## src/rtl/fetch_pkg.sv

```systemverilog
// Shared types and next-PC helper for the decoupled fetch queue.
package fetch_pkg;

    localparam int XLEN = 32;
    localparam logic [XLEN-1:0] PC_INC = 32'd4;

    // One buffered fetch result as delivered to decode.
    typedef struct packed {
        logic [XLEN-1:0] pc;
        logic [XLEN-1:0] inst;
    } fetch_entry_t;

    // Redirect target. A jump wins over a branch. All arithmetic wraps at 2^32.
    function automatic logic [XLEN-1:0] calc_npc(
        input logic [XLEN-1:0] redir_pc,
        input logic [25:0]     target,
        input logic [15:0]     imm16,
        input logic            ExtOp,
        input logic            jump
    );
        logic [XLEN-1:0] imm_ext;
        imm_ext = ExtOp ? {{16{imm16[15]}}, imm16} : {16'h0000, imm16};
        if (jump) begin
            calc_npc = {redir_pc[31:28], target, 2'b00};
        end else begin
            calc_npc = redir_pc + PC_INC + (imm_ext << 2);
        end
    endfunction

endpackage

```

## src/rtl/fetch_fifo.sv

```systemverilog
// Response buffer between instruction memory and decode.
// Flush takes priority over push and pop in the same cycle.
module fetch_fifo
    import fetch_pkg::*;
#(
    parameter int DEPTH = 4
) (
    input  logic                   clk,
    input  logic                   reset,
    input  logic                   push,
    input  fetch_entry_t           push_data,
    input  logic                   pop,
    input  logic                   flush,
    output fetch_entry_t           head,
    output logic                   full,
    output logic                   empty,
    output logic [$clog2(DEPTH):0] count
);

    localparam int AW = $clog2(DEPTH);

    fetch_entry_t  mem [DEPTH];
    logic [AW-1:0] wr_ptr;
    logic [AW-1:0] rd_ptr;
    logic          do_push;
    logic          do_pop;

    assign empty   = (count == '0);
    assign full    = (count == (AW+1)'(DEPTH));
    assign do_pop  = pop & ~empty;
    // Push while full is fine when the head leaves in the same cycle.
    assign do_push = push & (~full | do_pop);
    assign head    = mem[rd_ptr];

    // Storage write; contents need no reset because count gates visibility.
    always_ff @(posedge clk) begin
        if (do_push && !flush) begin
            mem[wr_ptr] <= push_data;
        end
    end

    // Pointer and occupancy bookkeeping.
    always_ff @(posedge clk or negedge reset) begin
        if (!reset) begin
            wr_ptr <= '0;
            rd_ptr <= '0;
            count  <= '0;
        end else if (flush) begin
            wr_ptr <= '0;
            rd_ptr <= '0;
            count  <= '0;
        end else begin
            if (do_push) begin
                wr_ptr <= wr_ptr + AW'(1);
            end
            if (do_pop) begin
                rd_ptr <= rd_ptr + AW'(1);
            end
            count <= count + (AW+1)'(do_push) - (AW+1)'(do_pop);
        end
    end

endmodule

```

## src/rtl/fetch_queue.sv

```systemverilog
// Decoupled fetch stage: in-order requests to a pipelined instruction memory,
// credit-limited to QDEPTH outstanding+buffered, responses queued for decode.
// Taken redirects flush the queue and drop responses still in flight.
// Optional: define FETCH_QUEUE_PERF_EN to add perf_redirects/perf_stall_cycles.
module fetch_queue #(
    parameter int              XLEN     = 32,
    parameter int              IMEM_AW  = 5,
    parameter int              QDEPTH   = 4,
    parameter logic [XLEN-1:0] RESET_PC = 32'h0000_0000
) (
    input  logic               clk,
    input  logic               reset,
    output logic               imem_req_valid,
    input  logic               imem_req_ready,
    output logic [IMEM_AW-1:0] imem_addr,
    input  logic               imem_rsp_valid,
    input  logic [31:0]        imem_rsp_data,
    output logic               inst_valid,
    input  logic               inst_ready,
    output logic [31:0]        inst,
    output logic [31:0]        inst_pc,
    input  logic               redirect_valid,
    input  logic [31:0]        redir_pc,
    input  logic               branch,
    input  logic               zero,
    input  logic               jump,
    input  logic               ExtOp,
    input  logic [25:0]        target,
    input  logic [15:0]        imm16
`ifdef FETCH_QUEUE_PERF_EN
    ,
    output logic [31:0]        perf_redirects,
    output logic [31:0]        perf_stall_cycles
`endif
);

    import fetch_pkg::*;

    localparam int CW = $clog2(QDEPTH) + 1;

    logic [31:0]   fetch_pc;
    logic [31:0]   rsp_pc;
    logic [31:0]   npc;
    logic [CW-1:0] inflight;
    logic [CW-1:0] discard;
    logic [CW-1:0] fifo_count;
    logic [CW:0]   occupancy;
    logic          take;
    logic          req_ok;
    logic          req_fire;
    logic          push;
    logic          pop;
    logic          fifo_full;
    logic          fifo_empty;
    fetch_entry_t  push_entry;
    fetch_entry_t  head_entry;

    assign take      = redirect_valid & (jump | (branch & zero));
    assign npc       = calc_npc(redir_pc, target, imm16, ExtOp, jump);
    assign occupancy = {1'b0, inflight} + {1'b0, fifo_count};

    // Every issued request owns a queue slot, so the queue can never overflow.
    assign req_ok         = ~take & ~fifo_full & (occupancy < (CW+1)'(QDEPTH));
    assign req_fire       = req_ok & imem_req_ready;
    assign imem_req_valid = reset & req_ok;
    assign imem_addr      = fetch_pc[IMEM_AW+1:2];

    assign push       = imem_rsp_valid & (discard == '0) & ~take;
    assign pop        = ~fifo_empty & inst_ready;
    assign push_entry = '{pc: rsp_pc, inst: imem_rsp_data};

    assign inst_valid = ~fifo_empty;
    assign inst       = fifo_empty ? '0 : head_entry.inst;
    assign inst_pc    = fifo_empty ? '0 : head_entry.pc;

    fetch_fifo #(
        .DEPTH (QDEPTH)
    ) u_fifo (
        .clk       (clk),
        .reset     (reset),
        .push      (push),
        .push_data (push_entry),
        .pop       (pop),
        .flush     (take),
        .head      (head_entry),
        .full      (fifo_full),
        .empty     (fifo_empty),
        .count     (fifo_count)
    );

    // PC tracking, credit accounting and stale-response discard after redirects.
    always_ff @(posedge clk or negedge reset) begin
        if (!reset) begin
            fetch_pc <= RESET_PC;
            rsp_pc   <= RESET_PC;
            inflight <= '0;
            discard  <= '0;
        end else begin
            inflight <= inflight + CW'(req_fire) - CW'(imem_rsp_valid);
            if (take) begin
                fetch_pc <= npc;
                rsp_pc   <= npc;
                discard  <= inflight - CW'(imem_rsp_valid);
            end else begin
                if (req_fire) begin
                    fetch_pc <= fetch_pc + PC_INC;
                end
                if (push) begin
                    rsp_pc <= rsp_pc + PC_INC;
                end
                if (imem_rsp_valid && (discard != '0)) begin
                    discard <= discard - CW'(1);
                end
            end
        end
    end

`ifdef FETCH_QUEUE_PERF_EN
    // Free-running event counters: taken redirects and decode-starved cycles.
    always_ff @(posedge clk or negedge reset) begin
        if (!reset) begin
            perf_redirects    <= '0;
            perf_stall_cycles <= '0;
        end else begin
            perf_redirects    <= perf_redirects + 32'(take);
            perf_stall_cycles <= perf_stall_cycles + 32'(~inst_valid & inst_ready);
        end
    end
`endif

endmodule

```

## config.mk

```make
export PLATFORM = sky130hd
export DESIGN_NAME = fetch_queue
export DESIGN_NICKNAME = d
export VERILOG_FILES = /design/src/rtl/fetch_pkg.sv /design/src/rtl/fetch_fifo.sv /design/src/rtl/fetch_queue.sv
export SDC_FILE = /design/constraint.sdc
export NUM_CORES = 1
export LEC_CHECK = 0
export BUFFER_PORTS_ARGS = -buffer_cell sky130_fd_sc_hd__buf_2
export CELL_PAD_IN_SITES_DETAIL_PLACEMENT = 1
export CELL_PAD_IN_SITES_GLOBAL_PLACEMENT = 1
export CORE_MARGIN = 1
export CORE_UTILIZATION = 30
export CTS_BUF_LIST = sky130_fd_sc_hd__clkbuf_8 sky130_fd_sc_hd__clkbuf_16
export CTS_CLUSTER_SIZE = 16
export DETAILED_ROUTE_END_ITERATION = 6
export HOLD_SLACK_MARGIN = 0.03
export PLACE_DENSITY = 0.54
export SLEW_MARGIN = 20
export SYNTH_ARGS = -nofsm -noshare
export SYNTH_HDL_FRONTEND = slang
export SYNTH_SLANG_ARGS = --single-unit
```

## constraint.sdc

```tcl
create_clock -name clk -period 3.7 [get_ports clk]
set_input_delay 0.555 -clock clk [delete_from_list [all_inputs] [get_ports clk]]
set_output_delay 0.555 -clock clk [all_outputs]
set_load 0.01 [all_outputs]
```

==> reports/results.ini, run 1 <==
[synth]
synth_top_family_by_area = multiplexers
synth_ff_type = edfxtp_1
postSynthAreaPerCell_um2 = 14.3
synth_seq_area_share_pct = 60.7
synthAdderAreaFrac_pct = 5.67
syn_nets = 1212
synth_cell_types = 56
synth_edf_count = 256
syn_inst = 1031
synthXorXnorAreaFrac_pct = 4.16
synthMuxAreaShare_pct = 10.3
netlist_area_mm2 = 0.0147
ys_warn_count = 0
synthArstFlopShare_pct = 16.3
synth-compound-area-share_pct = 7.12
synth_seq_cells = 306
yosys.area_share.simple_pct = 10.2

[timing]
grt_setup_unrepaired = no
slew_headroom_pct = 42.2
finalCritPeriodShare_pct = 80.8
period_needed_ps = 2990
setup_tns_ps = 0
setup_viol = 0
worst_pin_slew_ps = 860
hold_slack_ps = 256
timing.fmax_mhz = 334
skew_ps = 12.1
finalHoldViolations = 0
maxSlewViolCount = 0

[routing]
routed_wirelength_um = 37400
vias = 9212
wl_per_cell_um = 20.0
ant_nets = 0
remaining_drc_errors = 0
drtPass1Iterations = 6
viasPerCell = 4.93
drt_iter0_drc = 483

[outcome]
run_status = finished, final reports clean

[power_and_ir_drop]
leakage_nw = 6.60
finalPower_w = 0.0111
p_clk_share_pct = 29.9
p_comb_share_pct = 29.4
cellPowerDensity_mw_per_mm2 = 632
p_int_w = 0.00767
vdd_drop_max_v = 0.000352
power_frac_seq_pct = 40.7
p_switching_w = 0.00345
swShare_pct = 31.0

[clock_network]
cts_resized = 0
cts_tree = yes
htree_num_levels = 2
post_cts_buffers = 0
cts.clk_slew.worst_paths_ps = 60
clock_path_buffers = 3
cts.sinks = 306
cts-root-buf = clkbuf_16
cts_buffers = 36
cts_hold_buf = 0
clock_latency_ps = 520

[floorplanning]
dieArea_mm2 = 0.0500
core-area_mm2 = 0.0480
ios = 187
die_h_um = 224
initial_utilization_pct = 30.7
fp-row-count = 80
die_w_um = 224

[global_route]
grt_pass1_wl_um = 58200
grt_pass1_vias = 9878
gr-total-overflow = 0
grt.total_usage_pct = 15.1
grt_start_max_net_pins = 66
antenna_found_initial = 1

[worst_setup_path]
rrSetupSlack_ps = 900
cp_data_required_time_ps = 3140
crit_type = register to primary output
critPathMaxFanout = 23
r2r_cells = 12
cp-end-kind = primary output
worstSetupStartpointType = register
critPathArrivalTime_ps = 2430

[finish]
mostFrequentLayoutCells = edfxtp_1 (256), buf_2 (186), and2_1 (69), mux4_2 (64), ha_1 (62)
area_growth_pct = 19.6
final_common_cell = edfxtp_1
fillers = 5090
drive_gt1_share_pct = 26.8
nets = 1411
num_antenna_cells = 0

[placed_design]
port_buffers = 186
dp_hpwl_um = 25200
gp_congestion = 0.801

[hold_path]
whs_path_depth = 1
hold_class = primary input to register

[run]
maxCapViolCount = 0

## path summary, 6_finish.rpt
kind	startpoint	end
worst max-delay path	u_fifo.rd_ptr[0]	inst_pc[1]
worst min-delay path	imem_rsp_data[18]	u_fifo.mem[2][18]
worst max register to register	inflight[2]	inflight[2]
worst min register to register	u_fifo.wr_ptr[0]	u_fifo.wr_ptr[0]
max in group asynchronous	reset	u_fifo.rd_ptr[0]
min in group asynchronous	reset	discard[0]
## power by group through the flow
stage / sequential (W) / combinational, W / clock [W]
floorplan: 0.00442 / 0.00220 / 0
global placement: 0.00458 / 0.00334 / 0
detailed placement: 0.00461 / 0.00338 / 0
CTS: 0.00454 / 0.00339 / 0.00344
global route: 0.00460 / 0.00365 / 0.00356
finish: 0.00453 / 0.00327 / 0.00333
## layout make-up
type | instances | area [µm²] | share of cell area (%)
multi-input cells | 651 | 5520 | 31.3
repair buffers | 204 | 1150 | 6.55
clock inverters | 23 | 158 | 0.895
flip-flops and latches | 306 | 8940 | 50.8
well taps | 615 | 769 | 4.37
inverters | 31 | 116 | 0.661
clock buffers | 39 | 953 | 5.41
## cell usage after synthesis, types with 3 or more instances
master / n / area share (%)
a211oi_1: 11 / 0.56
a211oi_2: 4 / 0.34
a21boi_1: 4 / 0.20
a21o_1: 13 / 0.66
a21oi_1: 55 / 1.9
a31oi_1: 5 / 0.21
and2_1: 73 / 3.1
and3_1: 21 / 0.89
buf_1: 9 / 0.23
buf_2: 4 / 0.14
clkbuf_1: 30 / 0.76
dfrtp_1: 50 / 8.5
edfxtp_1: 256 / 52
fa_1: 3 / 0.41
ha_1: 62 / 5.3
inv_1: 31 / 0.79
mux2i_1: 7 / 0.48
mux4_2: 64 / 9.8
nand2_1: 55 / 1.4
nand2b_1: 3 / 0.13
nand3_1: 26 / 0.88
nand3b_1: 13 / 0.66
nand4_1: 10 / 0.42
nor2_1: 50 / 1.3
nor2b_1: 6 / 0.25
nor3_1: 10 / 0.34
nor4_1: 3 / 0.13
o2111ai_1: 3 / 0.18
o21ai_0: 31 / 1.1
o21ai_1: 12 / 0.41
o21bai_1: 7 / 0.36
xnor2_1: 42 / 2.5
xor2_1: 28 / 1.7
## worst max-delay path: stages, from the launching register on
cell and delay [ps]:
dfrtp_4 740, buf_12 300, mux4_2 560, and2_1 170, buf_2 130
## per-stage QoR
| stage | worst slack, ps | area, µm² | std cells | util, % |
|---|---|---|---|---|
| 6_report | 710 | 17600 | 1869 | 36.7 |
| 5_1_grt | 545 | 17600 | 1869 | 36.7 |
| 4_1_cts | 600 | 17600 | 1869 | 36.7 |
| 3_5_place_dp | 197 | 16500 | 1807 | 34.3 |
| 3_3_place_gp | 250 | 16500 | 1807 | 34.3 |
| 2_1_floorplan | 296 | 14700 | 1031 | - |
## per-layer routing
metal | global-route usage (%) | share of wire, %
met1 | 21.2 | 48
met5 | 0 | 0.035
met4 | 3.56 | 1.5
met2 | 24.4 | 46
met3 | 2.43 | 4.3
## kinds of logic after synthesis
group / after synthesis
buffers and inverters: 74
adders and majority gates: 65
xor gates and xnor gates: 70
AOI/OAI and AO/OA: 163
and+or+nand+nor: 282
muxes: 71
DFF: 306
## sequential cells by signal, indices dropped and copies added (netlist names)
signal,count
discard,3
fetch_pc,5
inflight,3
rsp_pc,32
u_fifo.count,3
u_fifo.mem,256
u_fifo.rd_ptr,2
u_fifo.wr_ptr,2
No activity file was read; power rests on OpenSTA's default activity.
==> run 2, diff against run 1 <==
--- a/config.mk
+++ b/config.mk
@@ -14,7 +14,7 @@
 export CTS_CLUSTER_SIZE = 16
 export DETAILED_ROUTE_END_ITERATION = 6
 export HOLD_SLACK_MARGIN = 0.03
-export PLACE_DENSITY = 0.54
+export PLACE_DENSITY = 0.56
 export SLEW_MARGIN = 20
 export SYNTH_ARGS = -nofsm -noshare
 export SYNTH_HDL_FRONTEND = slang
==> constraint.sdc (replaced) <==
create_clock -name clk -period 2.4 [get_ports clk]
set_input_delay 0.36 -clock clk [delete_from_list [all_inputs] [get_ports clk]]
set_output_delay 0.36 -clock clk [all_outputs]
set_load 0.01 [all_outputs]
==> run 2 against run 1 <==
Cell area rose by 15%. Clock power rose by 44%. Core utilization rose by 5.4 points. The flow now finishes with violations (negative setup slack). Wire length rose by 15%. Power rose by 80%.
==> reports/results.ini, run 2 (synthesis results as in run 1) <==
[outcome]
run_status = finished with violations
failed_checks = negative setup slack

[run]
maxCapViolCount = 0  ; unchanged

[floorplanning]
dieArea_mm2 = 0.0500  ; unchanged
die_w_um = 224  ; unchanged
fp-row-count = 80  ; unchanged
core-area_mm2 = 0.0480  ; unchanged
initial_utilization_pct = 30.7  ; unchanged
ios = 187  ; unchanged
die_h_um = 224  ; unchanged

[routing]
ant_nets = 0  ; unchanged
drtPass1Iterations = 4  ; -2
vias = 9912  ; +7.6%
wl_per_cell_um = 21.4  ; +6.8%
remaining_drc_errors = 0  ; unchanged
viasPerCell = 4.90  ; -0.54%
routed_wirelength_um = 43200  ; +15%
drt_iter0_drc = 454  ; -6.0%

[timing]
maxSlewViolCount = 0  ; unchanged
grt_setup_unrepaired = yes
skew_ps = 17.7  ; +5.56 ps
fin_ws_ps = -62.8  ; -773 ps
period_needed_ps = 2460
slew_headroom_pct = 51.4  ; +9.3 points
setup_tns_ps = -1620  ; -1620 ps
setup_viol = 58  ; +58
worst_pin_slew_ps = 729  ; -131 ps
finalHoldViolations = 0  ; unchanged
hold_slack_ps = 67.1  ; -189 ps
finalCritPeriodShare_pct = 103
timing.fmax_mhz = 406

[placed_design]
dp_hpwl_um = 27400  ; +8.6%
place_worst_setup_slack_ps = -632  ; -829 ps
place_inst = 1920  ; +6.3%
port_buffers = 186  ; unchanged
gp_congestion = 0.748  ; -6.6%

[global_route]
grt_start_max_net_pins = 66  ; unchanged
antenna_found_initial = 2  ; +1
grt_pass1_wl_um = 61300  ; +5.4%
gr-total-overflow = 0  ; unchanged
grt_pass1_vias = 10500  ; +6.5%
grt.total_usage_pct = 16.0  ; +0.87 points

[worst_setup_path]
cp-end-kind = primary output
rr_startpoint = u_fifo.count[2]
worst-path-stages = 5  ; +1
crit_type = register to primary output
cp_slowest_stage_delay_ps = 540  ; -200 ps
rrSetupSlack_ps = -30  ; -930 ps
cp_data_required_time_ps = 2040  ; -1100 ps
critPathArrivalTime_ps = 2100  ; -330 ps
critPathMaxFanout = 7  ; -70%
crit_top_cell = buf_12
slowest_stage = mux4_2
cp-startpoint = u_fifo.rd_ptr[0]
crit_family = multiplexers
cp_cell_sequence = buf_12, buf_12, mux4_2, and2_4, buf_6
r2r_cells = 11  ; -1
crit_buf_inv = 3  ; +1
worstSetupStartpointType = register

[clock_network]
clock_path_buffers = 3  ; unchanged
cts_tree = yes
cts.sinks = 306  ; unchanged
cts-root-buf = clkbuf_16
cts_buffers = 36  ; unchanged
clock_latency_ps = 510  ; about the same
htree_num_levels = 2  ; unchanged
cts.clk_slew.worst_paths_ps = 60  ; about the same

[power_and_ir_drop]
cellPowerDensity_mw_per_mm2 = 994  ; +57%
vdd_drop_max_v = 0.000399  ; +13%
p_switching_w = 0.00625  ; +81%
p_int_w = 0.0138  ; +80%
p_clk_share_pct = 23.9  ; -6.0 points
power_frac_seq_pct = 33.9  ; -6.8 points
p_comb_share_pct = 42.1  ; +13 points
leakage_nw = 7.73  ; +17%
swShare_pct = 31.2  ; +0.11 points
finalPower_w = 0.0201  ; +80%

[finish]
regArea_mm2 = 0.00894  ; unchanged
mostFrequentLayoutCells = edfxtp_1 (256), buf_2 (135), buf_4 (129), mux4_2 (64), buf_6 (56)
drive_gt1_share_pct = 43.1  ; +16 points
nets = 1567  ; +11%
fillers = 4901  ; -3.7%
largestRegisters = u_fifo.mem x256, rsp_pc x32, fetch_pc x5
final_common_cell = edfxtp_1
area_growth_pct = 37.1
multi_input_area_mm2 = 0.00619  ; +12%
num_antenna_cells = 0  ; unchanged
top_register = u_fifo.mem
largest_register_ffs = 256  ; unchanged
fin_cells = 2022  ; +8.2%

[hold_path]
whs_path_depth = 1  ; unchanged
hold_class = primary input to register
min-delay-start = imem_rsp_data[7]

## run 2: cell type report
cell class                      instances  share of cell area (%)
Clock inverter                         22                   0.477
Sequential cell                       306                    44.3
Timing Repair Buffer                  360                    15.6
Multi-Input combinational cell        651                    30.7
Clock buffer                           37                    4.59
Inverter                               31                   0.601
Tap cell                              615                    3.81
## run 2: per-stage QoR
stage	utilization [%]	instance area, µm²
3_3_place_gp	36.8	17700
5_1_grt	42.0	20200
4_1_cts	40.1	19300
2_1_floorplan	-	15000
6_report	42.0	20200
3_5_place_dp	36.8	17700
## run 2: layer usage
metal	vias up	global-route usage, %	routed length, µm
met4	2	3.36	438
met5	-	0	11
met3	30	2.54	1570
met1	5052	21.9	20100
met2	207	26.6	21100
li1	4621	-	-
## run 2: power groups by stage
stage / sequential (W) / clock, W / combinational (W)
2_1_floorplan: 0.00680 / 0 / 0.00348
3_3_place_gp: 0.00691 / 0 / 0.00583
3_5_place_dp: 0.00695 / 0 / 0.00589
4_1_cts: 0.00680 / 0.00495 / 0.00708
5_1_grt: 0.00687 / 0.00513 / 0.00910
6_report: 0.00681 / 0.00480 / 0.00845
## run 2: worst paths after layout
kind                               endpoint
setup / recovery                inst_pc[23]
min in group asynchronous  u_fifo.wr_ptr[1]
hold / removal             u_fifo.mem[0][7]
hold reg to reg            u_fifo.wr_ptr[0]
max in group asynchronous  u_fifo.rd_ptr[0]
setup reg to reg            u_fifo.count[2]
## run 2: timing repair
action | in CTS | in global routing
pin swaps | 15 | 90
setup endpoints to repair | 76 | 281
endpoints found under the hold margin | 0 | 0
buffers inserted | 13 | 12
gates cloned | 6 | 15
hold buffers | 0 | 0
resized for setup | 73 | 134
